## config.mk

```make
export PLATFORM = sky130hd
export DESIGN_NAME = sram_write_arbiter
export DESIGN_NICKNAME = d
export VERILOG_FILES = /design/src/rtl/sram_write_arbiter.sv
export SDC_FILE = /design/constraint.sdc
export NUM_CORES = 1
export LEC_CHECK = 0
export BUFFER_PORTS_ARGS = -buffer_cell sky130_fd_sc_hd__buf_2
export CORE_AREA = 8 8 121 123
export CTS_BUF_LIST = sky130_fd_sc_hd__clkbuf_8
export DETAILED_ROUTE_END_ITERATION = 10
export DIE_AREA = 0 0 129 131
export HOLD_SLACK_MARGIN = 0.06
export PLACE_DENSITY = 0.82
export SETUP_SLACK_MARGIN = 0.3
export SLEW_MARGIN = 25
export SYNTH_ARGS = -nofsm -noshare
export SYNTH_HDL_FRONTEND = slang
export SYNTH_SLANG_ARGS = --single-unit
```

## constraint.sdc

```tcl
create_clock -name clock -period 5.3 [get_ports clock]
set_input_delay 0.265 -clock clock [delete_from_list [all_inputs] [get_ports clock]]
set_output_delay 0.265 -clock clock [all_outputs]
set_load 0.02 [all_outputs]
```

## src/rtl/sram_write_arbiter.sv

```systemverilog
// Two-writer SRAM write-stream arbiter with bounded bursts, optional strict W0
// priority, a one-entry registered output stage and per-writer beat counters.
//
// state | meaning
// IDLE  | no owner; arbitrating, no readies asserted
// GNT0  | writer 0 owns the output stage
// GNT1  | writer 1 owns the output stage
module sram_write_arbiter #(
    parameter int DATA_WIDTH = 54,
    parameter int MAX_BURST  = 16,
    parameter int CNT_WIDTH  = 24
) (
    input  logic                  clock,
    input  logic                  reset_n,
    input  logic [DATA_WIDTH-1:0] w0_din,
    input  logic                  w0_valid,
    output logic                  w0_ready,
    input  logic [DATA_WIDTH-1:0] w1_din,
    input  logic                  w1_valid,
    output logic                  w1_ready,
    input  logic                  priority_w0,
    output logic [DATA_WIDTH-1:0] dout,
    output logic                  dout_valid,
    input  logic                  dout_ready,
    output logic [1:0]            grant,
    output logic [CNT_WIDTH-1:0]  w0_beats,
    output logic [CNT_WIDTH-1:0]  w1_beats,
    input  logic                  clear_counts
);

    localparam int BURST_W = (MAX_BURST > 1) ? $clog2(MAX_BURST) : 1;
    localparam logic [BURST_W-1:0] BURST_LAST = BURST_W'(MAX_BURST - 1);

    typedef enum logic [1:0] {
        IDLE = 2'd0,
        GNT0 = 2'd1,
        GNT1 = 2'd2
    } state_t;

    state_t             state;
    state_t             arb_pick;
    logic [1:0]         arb_grant;
    logic               rr_last;
    logic [BURST_W-1:0] burst_cnt;
    logic               load;
    logic               beat0;
    logic               beat1;
    logic               beat;
    logic               cur_valid;
    logic               release_gnt;
    logic               arb_last;

    assign load     = ~dout_valid | dout_ready;
    assign w0_ready = (state == GNT0) & load;
    assign w1_ready = (state == GNT1) & load;
    assign beat0    = w0_valid & w0_ready;
    assign beat1    = w1_valid & w1_ready;
    assign beat     = beat0 | beat1;

    assign cur_valid   = (state == GNT1) ? w1_valid : w0_valid;
    assign release_gnt = (state != IDLE) &
                         (~cur_valid | (beat & (burst_cnt == BURST_LAST)));

    // At a release the outgoing owner becomes the round-robin "last" at once,
    // so the same-cycle re-arbitration already sees the updated history.
    assign arb_last = (state == IDLE) ? rr_last : (state == GNT1);

    always_comb begin
        arb_pick = IDLE;
        if (w0_valid & ~w1_valid) begin
            arb_pick = GNT0;
        end else if (w1_valid & ~w0_valid) begin
            arb_pick = GNT1;
        end else if (w0_valid & w1_valid) begin
            arb_pick = (priority_w0 | arb_last) ? GNT0 : GNT1;
        end
        arb_grant = {arb_pick == GNT1, arb_pick == GNT0};
    end

    always_ff @(posedge clock or negedge reset_n) begin
        if (!reset_n) begin
            state      <= IDLE;
            grant      <= 2'b00;
            rr_last    <= 1'b1;
            burst_cnt  <= '0;
            dout       <= '0;
            dout_valid <= 1'b0;
            w0_beats   <= '0;
            w1_beats   <= '0;
        end else begin
            if (state == IDLE) begin
                state <= arb_pick;
                grant <= arb_grant;
            end else if (release_gnt) begin
                rr_last   <= (state == GNT1);
                burst_cnt <= '0;
                state     <= arb_pick;
                grant     <= arb_grant;
            end else if (beat) begin
                burst_cnt <= burst_cnt + BURST_W'(1);
            end

            if (beat) begin
                dout       <= beat1 ? w1_din : w0_din;
                dout_valid <= 1'b1;
            end else if (dout_ready) begin
                dout_valid <= 1'b0;
            end

            if (clear_counts) begin
                w0_beats <= '0;
                w1_beats <= '0;
            end else begin
                if (beat0) w0_beats <= w0_beats + CNT_WIDTH'(1);
                if (beat1) w1_beats <= w1_beats + CNT_WIDTH'(1);
            end
        end
    end

endmodule
```

# After elaboration in Yosys (flattened, before gate mapping)
# Index checks and enable logic that the tools add are counted.
# classes
n_bitwise	18
mux	19
n_eq_ne	5
n_reduce_logical	9
n_addsub	3
# ops
operator	count
$mux W24	4
$mux W54	1
$add A24 B1 Y24 const B	2
$mux W2	8
$reduce_bool A2 Y1	6
$and A1 B1 Y1	9
$mux W4	2
$not A1 Y1	5
$add A4 B1 Y4 const B	1
$eq A2 B1 Y1 const B	2
$eq A2 B2 Y1 const B	2
$eq A4 B4 Y1 const B	1
$mux W1	4
$or A1 B1 Y1	4
$reduce_and A2 Y1	2
$logic_not A2 Y1	1
# totals
out_inout_bits	107
ff_bits	112
elab_cells	62
in_bits	115

# Depth between registers and ports, before layout
# Gate-level depths: netlist of the first run.
# depth
word_depth	10
depth_mapped	7
ltp_nobuf	5

# Worst setup path after synthesis of the first run
# Ideal clock, no wire load.
# synth_path
path_type	register -> register
startpoint	register dout_valid
endpoint	register w0_beats[22]
setup_slack_ns	3.188
setup_time_ns	0.128
arrival_time_ns	1.984
required_ns	5.172
path_stages_with_launch	7
n_path_buf	2
synth_period_minus_slack_ns	2.112
path_cell_list	dfrtp_1 > nor2b_4 > or4_1 > buf_2 > buf_6 > nor4_1 > mux2_1
# synth_between
elab_chain_len	5
# synth_lines
item	line	source
start: declaration	23	output logic dout_valid,
start signal: assignment	87	dout_valid <= 1'b0;
start signal: assignment	105	dout_valid <= 1'b1;
start signal: assignment	107	dout_valid <= 1'b0;
$not A1 Y1	53	assign load = ~dout_valid | dout_ready;
$or A1 B1 Y1	53	
$and A1 B1 Y1	54	assign w0_ready = (state == GNT0) & load;
$and A1 B1 Y1	56	assign beat0 = w0_valid & w0_ready;
$reduce_bool A2 Y1 (no source line)	-	
end signal: assignment	114	if (beat0) w0_beats <= w0_beats + CNT_WIDTH'(1);
end: declaration	26	output logic [CNT_WIDTH-1:0] w0_beats,
# No other way between the ends.
# A chain may end at the register's enable or synchronous reset.

# Worst setup path in the final report of the first run
# layout_path
startpoint	register state[0]
endpoint	register w0_beats[15]
# layout_between
elab_chain_len	4
# layout_lines
item	line	source
start: declaration	40	state_t state;
start signal: assignment	92	state <= arb_pick;
start signal: assignment	97	state <= arb_pick;
$eq A2 B1 Y1	54	
$and A1 B1 Y1	54	
$and A1 B1 Y1	56	
$reduce_bool A2 Y1 (no source line)	-	
# No other way between the ends.

==> results.cfg, run 1 <==
[sta]
hold_violations = 0
period_needed_ns = 2.63
max_slew.worst_pin.slew_ns = 0.963
relSlewSlack_pct = 35.8
max_freq_mhz = 380
slew_viol_final = 0
timing.final.ws_setup_ns = 2.67
setup_viol_count_final = 0
rsz0062_at_grt = false
fin_crit_sh_pct = 49.7
skew_ns = 0.00920
tns_ns = 0

[power]
p_leak_nw = 3.30
powerDensity_nw_per_um2 = 405
max-vdd-ir-drop_uv = 340
finalPower_w = 0.00288

[final_layout]
area_growth_pct = 25.4
final_area_sq_um = 7110
final_layout_size_suffix_gt1_share_pct = 33.2
fillCellCount = 1192
most-common-layout-cells = buf_2 (219), dfrtp_1 (111), nor2_1 (82), a21oi_1 (78), mux2i_1 (59)
layout_commonest_cell = buf_2
fin_nets = 894
layout.cells.non_filler = 958

[synth]
synth-compound-area-share_pct = 11.4
ys_ff_latch = 112
synthMuxAreaShare_pct = 13.8
synth_nets = 697
synthCells = 579
yosys.area.top_type_share_pct = 49.0
ys_seq_area_share_pct = 49.4
synthAdderAreaFrac_pct = 0.662
yosys.area.top_type = dfrtp_1
avgSynthCellArea_sq_um = 9.80
synth_simple_gate_area_share_pct = 19.5
synth_top_family_by_area = simple AND/OR/NAND/NOR gates
synth_xor_area_share_pct = 1.24
syn-cell-area_sq_um = 5670
synth.distinct_cells = 45
netlist_top_cells_area = dfrtp_1 (49%), mux2i_1 (10%), a21oi_1 (6.9%), nor2_1 (5.4%), mux2_2 (2.8%)
ys_warn_count = 0

[global_route]
grt_usage_pct = 19.7
grt_pass1_vias = 5159
grt_max_degree = 111
grt-ovfl-total = 0
antenna_found_initial = 1
grt_pass1_wl_mm = 26.1

[drt]
drc = 0
viasPerCell = 5.27
vias = 5052
first_pass_iters = 4
wire_per_inst_um = 17.1
detail_route.iter0.violations = 280
detail-route-antenna-nets = 0
wl_mm = 16.4

[floorplanning]
rows = 42
start_util_pct = 44.1
dieArea_sq_um = 16900
core_sq_um = 12900
die_w_um = 129
die_y_um = 131
ioPinCount = 222

[flow_run]
cap_violations = 0

[setup_path]
crit_type = flip-flop to flip-flop
worst_ep_required_time_ns = 5.57
endpoint_kind = flip-flop
crit_arrival_ns = 2.91
cp-start-kind = flip-flop
path_max_fanout = 26

[placement]
dp_slack_ns = 2.76
place_congestion = 0.793
dp_hpwl_mm = 12.0
placed_area_sq_um = 6850
numPortBuffers = 221
dp.cells = 940

[cts]
cts_root_buf = clkbuf_8
clock-sinks = 112
worstSkewPairLatency_ns = 0.38
path_clk_slew_ns = 0.11
cts.repair.resized = 0
numCtsBuffers = 9
htreeDepth = 3
cts_tree = done
cts_buffer_depth = 2

[worst_hold_path]
hp-class = input pin to flip-flop

[run_status]
status = completed
[cell type report]
class / instances / area (sq um) / area share, %
timing repair buffer: 224 / 1140 / 16.0
sequential: 112 / 2800 / 39.4
tap: 176 / 220 / 3.10
multi-input combinational: 416 / 2660 / 37.5
antenna: 1 / 2.50 / 0.0352
clock buffer: 9 / 124 / 1.74
clock inverter: 7 / 113 / 1.58
inverter: 13 / 48.8 / 0.686
[power by group]
part           internal, W  switching, W  total, W  leakage [nW]
sequential         0.00109      0.000147   0.00124          1.41
clock             0.000311      0.000294  0.000605         0.118
combinational     0.000396      0.000643   0.00104          1.77
[metal layers]
metal / global-route usage, % / routed length, um
met1: 22.7 / 6510
met3: 9.46 / 1670
met5: 0 / 0
met4: 5.53 / 223
met2: 32.1 / 8010
[cell usage after synthesis (all sizes together)]
library cell,number
o21ba,1
or4b,1
xnor2,5
ha,3
nor2b,16
or4,13
nor3b,2
nor4,10
xor2,3
buf,17
and3b,1
a211o,1
o311ai,1
o21ai,16
dfstp,1
a41oi,2
and3,1
a21oi,78
a22oi,1
mux2i,59
and2,2
nor3,10
or3,12
a21o,2
nor2,82
mux2,17
a31oi,3
a21boi,1
and4,8
nand3b,3
o31ai,10
nand3,20
nand2,21
a211oi,1
nand4,8
nand2b,2
inv,13
clkbuf,21
dfrtp,111
[what timing repair did]
item                      4_1_cts  5_1_grt
hold endpoints to repair       49        0
buffers inserted                0        0
hold buffers                    1        0
[final timing paths]
kind	from	end	slack (ns)	cells past startpoint
worst max-delay path	state[0]	w0_beats[15]	2.67	4
worst min-delay path	w1_din[50]	dout[50]	0.12	3
worst max register to register	state[0]	w0_beats[15]	2.67	4
worst min register to register	grant[0]	grant[0]	0.51	1
max in group asynchronous	reset_n	dout[34]	3.62	3
min in group asynchronous	reset_n	w1_beats[15]	0.44	2
[state kept, by name, summed over array words and instances (netlist names)]
register,flops
dout,54
w0_beats,24
w1_beats,24
burst_cnt,4
grant,2
state,2
dout_valid,1
rr_last,1
[worst max-delay path: stages (launching register included)]
cell	delay, ns
dfrtp_1	0.53
nand2_1	0.19
or4_1	0.91
nor4_1	0.50
mux2_2	0.37
[through the flow]
stage | util [%] | hold WS [ns]
5_1_grt | 55.2 | 0.0931
6_report | 55.2 | 0.121
3_3_place_gp | 53.2 | 0.333
4_1_cts | 55.1 | 0.0938
3_5_place_dp | 53.2 | 0.334
2_1_floorplan | - | -0.0306
[kinds of logic after synthesis]
| group | count (synthesis) |
|---|---|
| AND/OR/NAND/NOR | 212 |
| AO/OA/AOI/OAI | 117 |
| flip-flops | 112 |
| multiplexers | 76 |
| buffers and inverters | 51 |
| XOR/XNOR | 8 |
| adder cells (fa/ha/maj) | 3 |
Note: power is estimated with default switching activity, not from simulation.
==> run 2, diff against run 1 <==
--- a/config.mk
+++ b/config.mk
@@ -5,13 +5,14 @@
 export SDC_FILE = /design/constraint.sdc
 export NUM_CORES = 1
 export LEC_CHECK = 0
+export ABC_AREA = 1
 export BUFFER_PORTS_ARGS = -buffer_cell sky130_fd_sc_hd__buf_2
-export CORE_AREA = 8 8 121 123
+export CORE_AREA = 8 8 122 124
 export CTS_BUF_LIST = sky130_fd_sc_hd__clkbuf_8
 export DETAILED_ROUTE_END_ITERATION = 10
-export DIE_AREA = 0 0 129 131
+export DIE_AREA = 0 0 130 132
 export HOLD_SLACK_MARGIN = 0.06
-export PLACE_DENSITY = 0.82
+export PLACE_DENSITY = 0.86
 export SETUP_SLACK_MARGIN = 0.3
 export SLEW_MARGIN = 25
 export SYNTH_ARGS = -nofsm -noshare
==> constraint.sdc (replaced) <==
create_clock -name clock -period 2.2 [get_ports clock]
set_input_delay 0.11 -clock clock [delete_from_list [all_inputs] [get_ports clock]]
set_output_delay 0.11 -clock clock [all_outputs]
set_load 0.02 [all_outputs]
==> results.cfg, run 2 <==
[global_route]
grt_pass1_wl_mm = 34.9
grt_max_degree = 63
grt_pass1_vias = 6901
grt-ovfl-total = 0
antenna_found_initial = 5
grt_usage_pct = 25.7

[worst_hold_path]
hold_path_end = grant[0]
worst_hold_path.num_cells = 5
hp-start = w0_valid
hp-class = input pin to flip-flop

[drt]
top_layer = met5
wl_met2_mm = 10.5
detail-route-antenna-nets = 0
first_pass_iters = 5
drc = 0
wire_per_inst_um = 16.8
wl_met3_mm = 1.49
wl_mm = 21.9
vias = 6872
viasPerCell = 5.26
detail_route.iter0.violations = 654
wl_met1_mm = 8.44

[setup_path]
cp_cell_sequence = inv_1 > nor2_2 > nand3_4 > nand2_8 > inv_2 > buf_4 > nand2_1 > o21ai_1
critical-path-top-delay-family = buffers and inverters
cp-start-kind = flip-flop
regToRegSetupSlack_ns = 0.47
rr_startpoint = state[0]
endpoint_kind = flip-flop
crit_type = flip-flop to flip-flop
path_max_fanout = 29
crit_start = state[0]
cp_num_buf_inv = 3
crit_arrival_ns = 2.05
timing.rr.end = dout[47]
reg2reg_depth = 8
worst_ep_required_time_ns = 2.51
max_stage_delay_ns = 0.41
cp_slowest_cell = dfrtp_1

[floorplanning]
dieArea_sq_um = 17200
die_w_um = 130
start_util_pct = 45.0
rows = 42
die_y_um = 132
core_sq_um = 13000
ioPinCount = 222

[placement]
placed_area_sq_um = 7130
place_congestion = 0.877
numPortBuffers = 221
dp_hpwl_mm = 13.6

[run_status]
status = completed

[sta]
timing.hold.ws_ns = 0.114
hold_violations = 0
max_slew.worst_pin.slew_ns = 0.433
rsz0062_at_grt = true
skew_ns = 0.0123
tns_ns = 0
period_needed_ns = 1.73
slew_viol_final = 0
setup_viol_count_final = 0
max_freq_mhz = 577
relSlewSlack_pct = 70.9
fin_crit_sh_pct = 78.8

[synth]
yosys.area.top_type_share_pct = 47.5
avgSynthCellArea_sq_um = 7.39
ys_warn_count = 0
syn-cell-area_sq_um = 5850
synth-compound-area-share_pct = 13.4
synth_simple_gate_area_share_pct = 30.5
ys_ff_latch = 112
synth-edff-count = 0
synth_nets = 909
synth_common_cells = nand2_1 (210), nor2_1 (133), dfrtp_1 (111)
synthMuxAreaShare_pct = 0
yosys.area.top_type = dfrtp_1
synthAdderAreaFrac_pct = 0.642
synth_top_family_by_area = simple AND/OR/NAND/NOR gates
synth_xor_area_share_pct = 0.749
yosysMostFrequentCell = nand2_1
yosys_most_used_dff = dfrtp_1
ys_seq_area_share_pct = 48.0
synthCells = 791
netlist_top_cells_area = dfrtp_1 (48%), nand2_1 (13%), nor2_1 (8.5%), o21ai_0 (7.8%), inv_1 (3.9%)
synth_async_sr_flop_share_pct = 100
synth.distinct_cells = 35

[final_layout]
final_layout_size_suffix_gt1_share_pct = 24.3
fin_nets = 1240
final_area_sq_um = 8570
reg.largest.list = dout (54), w0_beats (24), w1_beats (24)
layout_commonest_cell = buf_2
largest_register_ffs = 54
most-common-layout-cells = buf_2 (220), nand2_1 (210), nor2_1 (133), dlygate4sd3_1 (113), dfrtp_1 (111)
area_growth_pct = 46.6
regMostFlops = dout

[cts]
cts_tree = done
cts_buffer_depth = 2
worstSkewPairLatency_ns = 0.40
path_clk_slew_ns = 0.10
cts_root_buf = clkbuf_8
htreeDepth = 3
clock-sinks = 112
numCtsBuffers = 9

[flow_run]
cap_violations = 0

[power]
powerDensity_nw_per_um2 = 915
max-vdd-ir-drop_uv = 623
p_leak_nw = 4.35
run 2: cell types whose count changed in the layout (fill, tap and decap cells not counted), sizes merged, moves of 12 or more:
cell,delta
nor2b,-16
nand3,+16
mux2,-17
or4,-13
dlygate4sd3,+112
inv,+47
o21ai,+116
a21oi,-60
nand2,+194
buf,+13
mux2i,-59
nor2,+59
or3,-12
run 2: layout make-up:
cell class                 count  area (sq um)
fill                        1003          4410
sequential                   112          2800
multi-input combinational    587          2680
timing repair buffer         349          2380
inverter                      63           240
tap                          176           220
clock buffer                  11           151
clock inverter                 5          78.8
antenna                        4          10.0
run 2: how the worst max path moves through the flow:
stage,cells after the start,slack (ns),to
2_1_floorplan,8,0.56,w1_beats[10]
3_3_place_gp,7,0.45,dout[5]
3_5_place_dp,8,0.33,dout[0]
4_1_cts,8,0.34,dout[0]
5_1_grt,9,0.26,w0_beats[12]
6_report,8,0.47,dout[47]
run 2: layer usage:
| metal | track usage [%] | up-vias |
|---|---|---|
| li1 | - | 3214 |
| met1 | 29.2 | 3200 |
| met2 | 40.6 | 335 |
| met3 | 6.72 | 121 |
| met4 | 19.1 | 2 |
| met5 | 0 | - |
run 2: tightest hold or removal path, cell delays in order:
cell	delay, ns
buf_2	0.13
inv_1	0.07
a21oi_1	0.04
nand2_1	0.07
nand2_1	0.06
run 2: kinds of logic after synthesis:
kind of cell / Yosys count
and+or+nand+nor: 424
AOI/OAI and AO/OA: 154
DFF: 112
buffers and inverters: 93
xor gates and xnor gates: 5
adders and majority gates: 3
run 2: metrics by stage:
stage	std cells	utilization, %	setup WS [ns]	power, W
floorplan	791	-	0.565	0.00494
global placement	1170	55.0	0.452	0.00602
detailed placement	1170	55.0	0.329	0.00610
CTS	1299	65.4	0.336	0.00768
global route	1306	66.0	0.260	0.00834
finish	1307	66.0	0.467	0.00784
run 2: repair_timing:
item	in CTS	in global routing
setup buffers	0	3
hold buffers	113	0
endpoints found under the hold margin	149	0
gates resized for setup	0	7
endpoints found under the setup margin	0	71
run 2: where the power goes:
part | total (W) | internal, W | switching [W]
clock | 0.00142 | 0.000702 | 0.000721
sequential | 0.00300 | 0.00263 | 0.000371
combinational | 0.00342 | 0.00113 | 0.00229
==> run 3, diff against run 2 <==
==> constraint.sdc (replaced) <==
create_clock -name clock -period 1.4 [get_ports clock]
set_input_delay 0.07 -clock clock [delete_from_list [all_inputs] [get_ports clock]]
set_output_delay 0.07 -clock clock [all_outputs]
set_load 0.02 [all_outputs]
==> results.cfg, run 3 (same netlist as run 2, synthesis figures left out) <==
[floorplanning]
dieArea_sq_um = 17200
start_util_pct = 45.0
die_w_um = 130
die_y_um = 132
rows = 42
ioPinCount = 222
core_sq_um = 13000

[sta]
period_needed_ns = 1.71
hold_violations = 0
max_slew.worst_pin.slew_ns = 0.344
max_freq_mhz = 586
fin_crit_sh_pct = 122
skew_ns = 0.0252
setup_viol_count_final = 114
slew_viol_final = 0
timing.hold.ws_ns = 0.112
relSlewSlack_pct = 77.1
rsz0062_at_grt = true
tns_ns = -19.95
timing.final.ws_setup_ns = -0.307

[global_route]
grt_pass1_vias = 7629
antenna_found_initial = 3
grt_max_degree = 58
grt-ovfl-total = 0
grt_usage_pct = 29.3
grt_pass1_wl_mm = 39.5

[drt]
wl_met3_mm = 3.00
wl_mm = 28.6
drc = 0
wl_met2_mm = 13.8
wl_met1_mm = 9.72
detail_route.iter0.violations = 800
first_pass_iters = 7
top_layer = met4
detail-route-antenna-nets = 0
vias = 7880
wire_per_inst_um = 20.7
viasPerCell = 5.70

[cts]
path_clk_slew_ns = 0.12
numCtsBuffers = 9
cts_buffer_depth = 2
cts_root_buf = clkbuf_8
worstSkewPairLatency_ns = 0.40
clock-sinks = 112
cts_tree = done
htreeDepth = 3

[run_status]
status = finished, violations left
violations = negative setup slack

[setup_path]
crit_arrival_ns = 2.00
endpoint_kind = flip-flop
path_max_fanout = 8
cp-start-kind = flip-flop
worst_ep_required_time_ns = 1.69
crit_type = flip-flop to flip-flop

[placement]
place_congestion = 0.905
dp_slack_ns = -0.171
numPortBuffers = 221
placed_area_sq_um = 7550
dp_hpwl_mm = 14.2

[final_layout]
fillCellCount = 770
layout_commonest_cell = nand2_1
regMostFlops = dout
final_area_sq_um = 10100
final_layout_size_suffix_gt1_share_pct = 39.3
fin_nets = 1313
most-common-layout-cells = nand2_1 (193), buf_2 (192), dlygate4sd3_1 (113), nor2_1 (99), dfrtp_1 (72)
multiInputGateArea_sq_um = 3110
regArea_sq_um = 2850
area_growth_pct = 72.7
reg.largest.list = dout (54), w0_beats (24), w1_beats (24)
largest_register_ffs = 54

[flow_run]
cap_violations = 0

[power]
netSwitchingFraction_pct = 45.1
max-vdd-ir-drop_uv = 627
powerDensity_nw_per_um2 = 1430
clockPowerShare_pct = 14.2
seqPwrFrac_pct = 33.6
p_leak_nw = 4.85
power_switching_w = 0.00652
power_frac_comb_pct = 52.2
internal_power_w = 0.00795
finalPower_w = 0.0145

[worst_hold_path]
hp-class = input pin to flip-flop
run 3: changes by cell type in the layout (fill, tap and decap cells not counted), moves of 22 or more:
cell,previous run,this run
buf_2,220,192
buf_4,12,49
buf_6,2,49
dfrtp_1,111,72
dfrtp_2,0,39
nor2_1,133,99
o21ai_0,90,60
o21ai_1,42,64
run 3: through the flow:
step / cells / util [%]
final: 1383 / 77.8
after floorplan: 791 / -
after global placement: 1193 / 58.2
after global routing: 1379 / 77.7
after CTS: 1351 / 72.8
after detailed placement: 1193 / 58.2
run 3: timing repair:
action / 4_1_cts / 5_1_grt
pin swaps: 18 / 29
gates cloned: 3 / 6
resized for setup: 94 / 106
setup endpoints to repair: 140 / 149
hold buffers: 113 / 0
buffers inserted: 26 / 19
hold endpoints to repair: 171 / 0
run 3: path summary, 6_finish.rpt:
check	from	to	slack, ns	depth (start not counted)
hold / removal	dout_ready	dout_valid	0.11	5
min in group asynchronous	reset_n	dout[30]	0.34	3
setup reg to reg	state[1]	dout[20]	-0.31	7
max in group asynchronous	reset_n	w0_beats[15]	0.71	3
setup / recovery	state[1]	dout[20]	-0.31	7
hold reg to reg	rr_last	rr_last	0.48	2
run 3: cell type report:
class	instances	area share, %
tap	176	2.18
antenna	7	0.174
sequential	112	28.3
timing repair buffer	422	34.1
clock inverter	6	0.595
multi-input combinational	587	30.8
clock buffer	10	1.36
inverter	63	2.44
run 3: metal layers:
metal  global-route usage (%)  up-vias
li1                         -     3373
met1                     32.4     3691
met2                     48.1      626
met3                     6.96      190
met4                     21.0        0
met5                        0        -
run 3: power by group through the flow:
stage | Sequential [W] | Clock, W | Combinational, W
6_report | 0.00486 | 0.00206 | 0.00755
5_1_grt | 0.00491 | 0.00218 | 0.00791
4_1_cts | 0.00465 | 0.00204 | 0.00613
3_5_place_dp | 0.00470 | 0 | 0.00524
3_3_place_gp | 0.00467 | 0 | 0.00511
2_1_floorplan | 0.00571 | 0 | 0.00226
run 3: critical path, cell delays in order (launching register included):
cell and delay, ns:
dfrtp_2 0.46, inv_2 0.09, nor2_4 0.18, nand3_4 0.16, nand2_8 0.16, clkbuf_16 0.18
o21ai_0 0.14, o21ai_1 0.23
